--- src/rtl/audio_pkg.sv ---
// Shared constants, integrator type and saturation helper for the audio PDM output stage.
package audio_pkg;

    localparam logic [7:0] LEVEL_MID = 8'h80;
    localparam int         INT_W     = 12;
    localparam int         INT_MAX   = 2047;
    localparam int         INT_MIN   = -2048;
    localparam int         FB_MAG    = 128;

    typedef logic signed [INT_W-1:0] int_t;
    typedef logic signed [INT_W+1:0] acc_t;

    // Clamp a widened integrator sum back into the 12-bit signed range.
    function automatic int_t sat12(input acc_t v);
        if (v > acc_t'(INT_MAX)) begin
            return int_t'(INT_MAX);
        end else if (v < acc_t'(INT_MIN)) begin
            return int_t'(INT_MIN);
        end else begin
            return $signed(v[INT_W-1:0]);
        end
    endfunction

endpackage

--- src/rtl/audio_pdm_out_if.sv ---
// DAC-side inputs and pin-side outputs of the audio PDM output stage.
interface audio_pdm_out_if;

    logic [7:0] dac_in;
    logic       mute;
    logic [1:0] vol;
    logic       sample_valid;
    logic [7:0] level_o;
    logic       audio_o;

    modport master (
        output dac_in,
        output mute,
        output vol,
        input  sample_valid,
        input  level_o,
        input  audio_o
    );

    modport slave (
        input  dac_in,
        input  mute,
        input  vol,
        output sample_valid,
        output level_o,
        output audio_o
    );

endinterface

--- src/rtl/audio_pdm_out_ds2_mod.sv ---
// Second-order delta-sigma modulator: 8-bit level in, registered 1-bit stream out.
module ds2_mod
    import audio_pkg::*;
(
    input  logic       clk,
    input  logic       reset_n,
    input  logic       ce,
    input  logic [7:0] level,
    output logic       bit_o
);

    int_t int1;
    int_t int2;
    int_t int1_next;
    int_t int2_next;
    acc_t x;
    acc_t fb;

    always_comb begin
        x         = acc_t'($signed({1'b0, level})) - acc_t'(FB_MAG);
        fb        = bit_o ? acc_t'(FB_MAG) : -acc_t'(FB_MAG);
        // Second stage integrates the pre-update first-stage value.
        int1_next = sat12(acc_t'(int1) + x - fb);
        int2_next = sat12(acc_t'(int2) + acc_t'(int1) - fb);
    end

    always_ff @(posedge clk) begin
        if (!reset_n) begin
            int1  <= '0;
            int2  <= '0;
            bit_o <= 1'b0;
        end else if (ce) begin
            int1  <= int1_next;
            int2  <= int2_next;
            bit_o <= (int2_next > int_t'(0));
        end
    end

endmodule

--- src/rtl/audio_pdm_out.sv ---
// Audio output stage: DAC word capture, mute/volume, optional slew (AUDIO_SLEW_EN), delta-sigma out.
module audio_pdm_out
    import audio_pkg::*;
#(
    parameter int STABLE_CYCLES = 4,
    parameter int CE_DIV        = 1
`ifdef AUDIO_SLEW_EN
    ,
    parameter int SLEW_DIV      = 64
`endif
) (
    input logic              clk,
    input logic              reset_n,
    audio_pdm_out_if.slave   bus
);

    localparam logic [3:0] STABLE_MAX  = 4'(STABLE_CYCLES);
    localparam logic [3:0] STABLE_LAST = 4'(STABLE_CYCLES - 1);
    localparam logic [7:0] CE_LAST     = 8'(CE_DIV - 1);

    logic [7:0]        s1;
    logic [7:0]        s2;
    logic [7:0]        held;
    logic [7:0]        target;
    logic [7:0]        level;
    logic [3:0]        cnt;
    logic [7:0]        ce_cnt;
    logic              ce;
    logic              accept;
    logic              sample_valid;
    logic              audio;
    logic signed [8:0] dev;
    logic signed [8:0] dev_sh;
    logic [8:0]        scaled;

    always_comb begin
        // Accept on the edge where the run of equal samples reaches STABLE_CYCLES.
        accept = (s1 == s2) && (cnt == STABLE_LAST) && (s2 != held);
        dev    = $signed({1'b0, held}) - 9'sd128;
        dev_sh = dev >>> bus.vol;
        scaled = dev_sh + 9'sd128;
        ce     = (ce_cnt == 8'd0);
    end

    always_ff @(posedge clk) begin
        if (!reset_n) begin
            s1           <= LEVEL_MID;
            s2           <= LEVEL_MID;
            held         <= LEVEL_MID;
            cnt          <= 4'd0;
            sample_valid <= 1'b0;
        end else begin
            s1           <= bus.dac_in;
            s2           <= s1;
            sample_valid <= accept;
            if (s1 != s2) begin
                cnt <= 4'd0;
            end else if (cnt != STABLE_MAX) begin
                cnt <= cnt + 4'd1;
            end
            if (accept) begin
                held <= s2;
            end
        end
    end

    always_ff @(posedge clk) begin
        if (!reset_n) begin
            target <= LEVEL_MID;
        end else begin
            target <= bus.mute ? LEVEL_MID : scaled[7:0];
        end
    end

`ifdef AUDIO_SLEW_EN
    localparam logic [9:0] SLEW_LAST = 10'(SLEW_DIV - 1);

    logic [9:0] slew_cnt;

    // Free-running step timer; a retarget only changes the direction of the next step.
    always_ff @(posedge clk) begin
        if (!reset_n) begin
            slew_cnt <= 10'd0;
            level    <= LEVEL_MID;
        end else if (slew_cnt == SLEW_LAST) begin
            slew_cnt <= 10'd0;
            if (level < target) begin
                level <= level + 8'd1;
            end else if (level > target) begin
                level <= level - 8'd1;
            end
        end else begin
            slew_cnt <= slew_cnt + 10'd1;
        end
    end
`else
    always_ff @(posedge clk) begin
        if (!reset_n) begin
            level <= LEVEL_MID;
        end else begin
            level <= target;
        end
    end
`endif

    always_ff @(posedge clk) begin
        if (!reset_n) begin
            ce_cnt <= 8'd0;
        end else if (ce_cnt == CE_LAST) begin
            ce_cnt <= 8'd0;
        end else begin
            ce_cnt <= ce_cnt + 8'd1;
        end
    end

    ds2_mod u_mod (
        .clk     (clk),
        .reset_n (reset_n),
        .ce      (ce),
        .level   (level),
        .bit_o   (audio)
    );

    assign bus.sample_valid = sample_valid;
    assign bus.level_o      = level;
    assign bus.audio_o      = audio;

endmodule

--- src/flat_wrapper.sv ---
// flat-port wrapper written by rule: the top's interface ports become plain ports
module audio_pdm_out_flat import audio_pkg::*;
#(
    parameter int STABLE_CYCLES = 4,
    parameter int CE_DIV        = 1

)
  (clk, reset_n, bus_dac_in, bus_mute, bus_vol, bus_sample_valid, bus_level_o, bus_audio_o);
  audio_pdm_out_if bus_i ();
  input logic clk;
  input logic reset_n;
  input wire logic [$bits(bus_i.dac_in)-1:0] bus_dac_in;
  input wire logic [$bits(bus_i.mute)-1:0] bus_mute;
  input wire logic [$bits(bus_i.vol)-1:0] bus_vol;
  output wire logic [$bits(bus_i.sample_valid)-1:0] bus_sample_valid;
  output wire logic [$bits(bus_i.level_o)-1:0] bus_level_o;
  output wire logic [$bits(bus_i.audio_o)-1:0] bus_audio_o;
  assign bus_i.dac_in = bus_dac_in;
  assign bus_i.mute = bus_mute;
  assign bus_i.vol = bus_vol;
  assign bus_sample_valid = bus_i.sample_valid;
  assign bus_level_o = bus_i.level_o;
  assign bus_audio_o = bus_i.audio_o;
  audio_pdm_out #(.STABLE_CYCLES(STABLE_CYCLES), .CE_DIV(CE_DIV)) u_core (.clk(clk), .reset_n(reset_n), .bus(bus_i));
endmodule
--- config.mk ---
export PLATFORM = sky130hd
export DESIGN_NAME = audio_pdm_out_flat
export DESIGN_NICKNAME = d
export VERILOG_FILES = /design/src/rtl/audio_pkg.sv /design/src/rtl/audio_pdm_out_if.sv /design/src/rtl/audio_pdm_out_ds2_mod.sv /design/src/rtl/audio_pdm_out.sv /design/src/flat_wrapper.sv
export SDC_FILE = /design/constraint.sdc
export NUM_CORES = 1
export LEC_CHECK = 0
export BUFFER_PORTS_ARGS = -buffer_cell sky130_fd_sc_hd__buf_2
export CORE_MARGIN = 5
export CORE_UTILIZATION = 35
export DETAILED_ROUTE_END_ITERATION = 6
export GPL_TIMING_DRIVEN = 0
export PLACE_DENSITY = 0.58
export REMOVE_ABC_BUFFERS = 1
export SLEW_MARGIN = 20
export SYNTH_ARGS = -nofsm -noshare
export SYNTH_HDL_FRONTEND = slang
export SYNTH_SLANG_ARGS = --single-unit
--- constraint.sdc ---
create_clock -name clk -period 4.45 [get_ports clk]
set_input_delay 0.445 -clock clk [delete_from_list [all_inputs] [get_ports clk]]
set_output_delay 0.445 -clock clk [all_outputs]
set_load 0.1 [all_outputs]
==> Yosys cells after proc, flatten, opt, wreduce, memory -nomap -nowiden <==
Cells that the tools add are included.
{ "word_totals": {"ff_bits": 78, "latch_bits": 0, "ram_bits": 0, "romBits": 0, "input_bits": 13, "output_inout_bits": 10, "elab_cells": 43, "memories": 0} }
{ "classes": {"add_sub_neg": 9, "n_mul": 0, "div": 0, "order_cmp": 5, "eq_ne": 5, "shift": 1, "mux": 5, "n_bitwise": 1, "n_reduce_logical": 6} }
{ "ops": {"columns": ["operator", "n"], "rows": [
  ["$mux 12", 4],
  ["$gt 14x12->1 const B", 2],
  ["$lt 14x12->1 const B", 2],
  ["$sub 8x8->9 const B", 2],
  ["$ne 8x8->1", 2],
  ["$mux 14", 1],
  ["$sub 13x14->14", 1],
  ["$sub 14x14->14", 1],
  ["$add 12x12->13", 1],
  ["$add 12x9->13", 1],
  ["$gt 12x1->1 const B", 1],
  ["$sshr 9x2->8", 1],
  ["$add 8x1->8 const B", 1],
  ["$add 8x8->8 const B", 1],
  ["$eq 8x8->1", 1],
  ["$logic_not 8->1", 1],
  ["$reduce_or 2->1", 3],
  ["$add 4x1->4 const B", 1],
  ["$eq 4x2->1 const B", 1],
  ["$ne 4x3->1 const B", 1],
  ["$logic_and 1x1->1", 2],
  ["$not 1->1", 1]
]} }

==> Logic depth before layout (Yosys ltp) <==
{ "depth": {"depth_word": 6, "ltp_mapped": 20, "mapped_depth_nobuf": 20} }

==> Modules after synthesis <==
From an unflattened synthesis, not the netlist that was laid out.
{ "hier_totals": {"cells_unflattened": 536, "hier_area_um2": 4807.1} }
{ "modules_own_cells": {"columns": ["mod", "instances", "cells_per_inst", "area_each_um2", "seq_area_each_um2"], "rows": [
  ["ds2_mod", 1, 336, 2738.9, 500.5],
  ["audio_pdm_out", 1, 200, 2068.2, 1061.0]
]} }

==> Worst setup path after synthesis <==
OpenSTA, ideal clock, no wires.
{ "synth_timing": {"path_type": "reg2reg", "start": "register u_core.level[0] (netlist: u_core.bus.level_o[0])", "end": "register u_core.u_mod.int1[6]", "setup_time_ns": 0.070, "arrival_time_ns": 4.592, "required_ns": 4.380, "slack_ns": -0.212, "stages_incl_launch_ff": 18, "period_less_slack_ns": 4.662, "cell_sequence": "dfxtp_1 -> ha_1 -> inv_1 -> fa_1 -> nor2b_1 -> o21ai_0 -> a21oi_1 -> o21a_1 -> o21ai_0 -> a2111oi_0 -> o21ai_0 -> a31o_2 -> ha_1 -> nor2b_1 -> o311ai_1 -> o21ai_2 -> or3b_1 -> a21oi_1"} }
{ "synth_between": {"elab_chain_cells": 6} }
{ "synth_rtl": {"columns": ["item", "line", "text"], "rows": [
  ["from (decl)", "audio_pdm_out.sv:25", "logic [7:0] level;"],
  ["from (signal assigned)", "audio_pdm_out.sv:101", "level <= target;"],
  ["$sub 8x8->9 (*)", "audio_pdm_out_ds2_mod.sv:20", "x = acc_t'($signed({1'b0, level})) - acc_t'(FB_MAG);"],
  ["$add 12x9->13 (*)", "audio_pdm_out_ds2_mod.sv:23", "int1_next = sat12(acc_t'(int1) + x - fb);"],
  ["$sub 14x14->14 (*)", "audio_pdm_out_ds2_mod.sv:23", null],
  ["$lt 14x12->1", "audio_pkg.sv:17", "end else if (v < acc_t'(INT_MIN)) begin"],
  ["$mux 12", "audio_pkg.sv:17", null],
  ["$mux 12 (*)", "audio_pkg.sv:15", "if (v > acc_t'(INT_MAX)) begin"],
  ["to (signal assigned)", "audio_pdm_out_ds2_mod.sv:33", "int1 <= int1_next;"],
  ["to (decl)", "audio_pdm_out_ds2_mod.sv:12", "int_t int1;"]
]} }
Mark *: on every way between the ends. The rest lies on a longest branch, timed or not.
A chain may end at the register's enable or synchronous reset.

==> Final worst setup path <==
Same ends and word-level chain as after synthesis.

==> results.sh <==
export IMPL_required_ns=4.71
export IMPL_clock_path_buffers=2
export IMPL_syn_to_final_growth_pct=14.2
export IMPL_ios=23
export IMPL_dieWidth_um=126
export IMPL_relSlewSlack_pct=43.9
export IMPL_crit_arrival_ns=4.49
export IMPL_fin_util_pct=40.6
export IMPL_worst_pin_slew_ns=0.839
export IMPL_drive_above_1_share_pct=15.2
export IMPL_min_from="bus_dac_in[7]"
export IMPL_whs_endpoint="u_core.s1[7]$_SDFF_PN1_"
export IMPL_cp_slowest_cell="a2111oi_2"
export IMPL_cp_slowest_stage_delay_ns=0.46
export IMPL_path_max_fanout=7
export IMPL_hpwlAfterDp_um=7340
export IMPL_fp_row_count=42
export IMPL_hold_buffers=0
export IMPL_overflow=0
export IMPL_fin_setup_tns_ns=0
export IMPL_status="finished clean"
export IMPL_reg2reg_from="u_core.bus.level_o[0]$_SDFF_PN0_"
export IMPL_syn_avg_cell_area_um2=9.18
export IMPL_viasPerCell=5.10
export IMPL_final_common_cell="dfxtp_1"
export IMPL_fin_crit_sh_pct=94.9
export IMPL_dr_pass1_iters=4
export IMPL_synth_enable_flop_cells=0
export IMPL_ys_seq_area_share_pct=33.2
export IMPL_setup_ws_ns=0.227
export IMPL_numCtsBuffers=9
export IMPL_dpl_cell_count=698
export IMPL_final_area_mm2=0.00538
export IMPL_synthFlopType="dfxtp_1"
export IMPL_ys_warn_count=0
export IMPL_finalMaxSlewViolations=0
export IMPL_route_vias_total=3660
export IMPL_drt_iter0_drc=171
export IMPL_dpl_cell_area_mm2=0.00499
export IMPL_grt_max_degree=45
export IMPL_ys_async_sr_fraction_pct=0
export IMPL_critical_path_class="register to register"
export IMPL_antenna_found_initial=0
export IMPL_htreeDepth=3
export IMPL_die_area_mm2=0.0159
export IMPL_r2r_cells=17
export IMPL_critPathTopFamily="compound AO/OA/AOI/OAI gates"
export IMPL_p_leak_nw=2.33
export IMPL_clk_pin_slew_ns=0.06
export IMPL_cts_root_buf="clkbuf_16"
export IMPL_initial_core_util_pct=35.6
export IMPL_max_clock_freq_mhz=237
export IMPL_portBuffers=22
export IMPL_clock_skew_ns=0.00655
export IMPL_start_kind="register"
export IMPL_insertedDiodeCount=0
export IMPL_power_mw=4.57
export IMPL_syn_inst=513
export IMPL_clk_latency_ns=0.33
export IMPL_r2r_slack_ns=0.23
export IMPL_nNetsFinal=596
export IMPL_synthesis_area_mm2=0.00471
export IMPL_wl_per_cell_um=13.5
export IMPL_setup_violations=0
export IMPL_gp_congestion=0.890
export IMPL_cpMostUsedCell="o21ai_1"
export IMPL_fillers=1303
export IMPL_holdCritPathClass="input pin to register"
export IMPL_pre_cts_ws_ns=-0.321
export IMPL_synth_seq_cells=78
export IMPL_core_area_mm2=0.0132
export IMPL_die_y_um=126
export IMPL_whs_ns=0.297
export IMPL_final_min_clock_period_ns=4.22
export IMPL_grt_total_usage_pct=12.1
export IMPL_grt_pass1_vias=3618
export IMPL_most_common_layout_cells="77 x dfxtp_1, 47 x inv_1, 44 x nor2_1"
export IMPL_instances_no_fill=717
export IMPL_maxCapViolations=0
export IMPL_cts_tree="done"
export IMPL_routed_wirelength_um=9660
export IMPL_grt_pass1_wl_um=16300
export IMPL_end_kind="register"
export IMPL_path_buf_inv=1
export IMPL_ir_drop_mv=0.242
export IMPL_rr_endpoint="u_core.u_mod.int1[6]$_SDFFE_PN0P_"
export IMPL_power_density_mw_per_mm2=851
export IMPL_cp_cell_sequence="ha_1 > inv_1 > fa_1 > nor2b_2 > o21ai_0 > a21oi_1 > o21a_1 > o21ai_1 > a2111oi_2 > o21ai_1 > a31o_2 > ha_2 > nor2b_1 > o311ai_4 > o21ai_1 > or3b_1 > a21oi_1"
export IMPL_hold_viol=0
export IMPL_clock_sinks=78
export IMPL_yosysUniqueCellTypes=67
export IMPL_hold_depth=2
export IMPL_ant_nets=0
export IMPL_route_detailed_drc=0
timing repair:
item	CTS	global route
gates cloned	0	1
endpoints found under the hold margin	0	0
pin swaps	0	5
endpoints found under the setup margin	11	11
resized for setup	5	13
setup buffers	0	2
worst max-delay path by stage:
stage                                      startpoint                                 to  depth (start not counted)
floorplan            u_core.bus.level_o[0]$_SDFF_PN0_  u_core.u_mod.int1[1]$_SDFFE_PN0P_                         18
global placement          u_core.ce_cnt[0]$_SDFF_PP0_  u_core.u_mod.int2[6]$_SDFFE_PN0P_                          6
detailed placement  u_core.u_mod.int1[0]$_SDFFE_PN0P_  u_core.u_mod.int1[1]$_SDFFE_PN0P_                         19
CTS                 u_core.u_mod.int1[0]$_SDFFE_PN0P_  u_core.u_mod.int1[6]$_SDFFE_PN0P_                         17
global route         u_core.bus.level_o[0]$_SDFF_PN0_  u_core.u_mod.int1[6]$_SDFFE_PN0P_                         18
finish               u_core.bus.level_o[0]$_SDFF_PN0_  u_core.u_mod.int1[6]$_SDFFE_PN0P_                         17
power by group:
group | switching [mW] | internal [mW] | total [mW]
registers | 0.0995 | 0.832 | 0.932
logic | 1.62 | 1.27 | 2.90
clock network | 0.291 | 0.452 | 0.743
worst reg2reg max path: stages, from the launching register on:
cell and delay [ns]:
dfxtp_1 0.35, ha_1 0.17, inv_1 0.05, fa_1 0.40, nor2b_2 0.14, o21ai_0 0.10
a21oi_1 0.19, o21a_1 0.17, o21ai_1 0.10, a2111oi_2 0.46, o21ai_1 0.14, a31o_2 0.25
ha_2 0.37, nor2b_1 0.11, o311ai_4 0.35, o21ai_1 0.23, or3b_1 0.40, a21oi_1 0.14
kinds of logic (layout without fill, tap and decap cells):
group	after synthesis	in the layout	share of synthesized area, %
simple gates	165	165	18.3
fa+ha+maj	47	47	13.4
compound gates	106	107	17.9
xor+xnor	38	38	7.07
mux	16	16	4.81
buf+inv	63	90	5.29
flops	78	78	33.2
routing by layer:
metal	routed length, um	vias to the layer above	track usage, %	part of all wire (%)
met4	227	0	3.85	2.4
met3	293	21	2.79	3.0
met5	0	-	0	0
li1	-	1858	-	-
met2	4850	52	22.1	50
met1	4290	1729	14.1	44
synthesized netlist by cell type (all sizes together), types with 12 or more instances:
master | number | area share, %
a21oi | 23 | 3.1
and2 | 23 | 3.1
dfxtp | 78 | 33
ha | 41 | 11
inv | 47 | 3.7
nand2 | 22 | 1.8
nand2b | 14 | 1.9
nand3 | 12 | 1.3
nor2 | 44 | 3.5
nor2b | 14 | 1.9
o21ai | 20 | 2.3
xnor2 | 21 | 3.9
xor2 | 17 | 3.2
registers in the layout, indices dropped and copies added (netlist names):
name,flops
u_core.cnt,4
u_core.s2,8
u_core.bus.level_o,8
u_core.s1,8
u_core.u_mod.bit_o,1
u_core.bus.sample_valid,1
u_core.held,8
u_core.ce_cnt,8
u_core.target,8
u_core.u_mod.int1,12
u_core.u_mod.int2,12
cell type report:
class / instances / area, um^2 / share of cell area [%]
timing repair buffer: 26 / 135 / 2.51
sequential: 78 / 1560 / 29.1
clock buffer: 10 / 239 / 4.44
clock inverter: 6 / 68.8 / 1.28
inverter: 48 / 180 / 3.35
multi-input combinational: 373 / 2970 / 55.2
tap: 176 / 220 / 4.10
(Power assumes the default switching activity.)
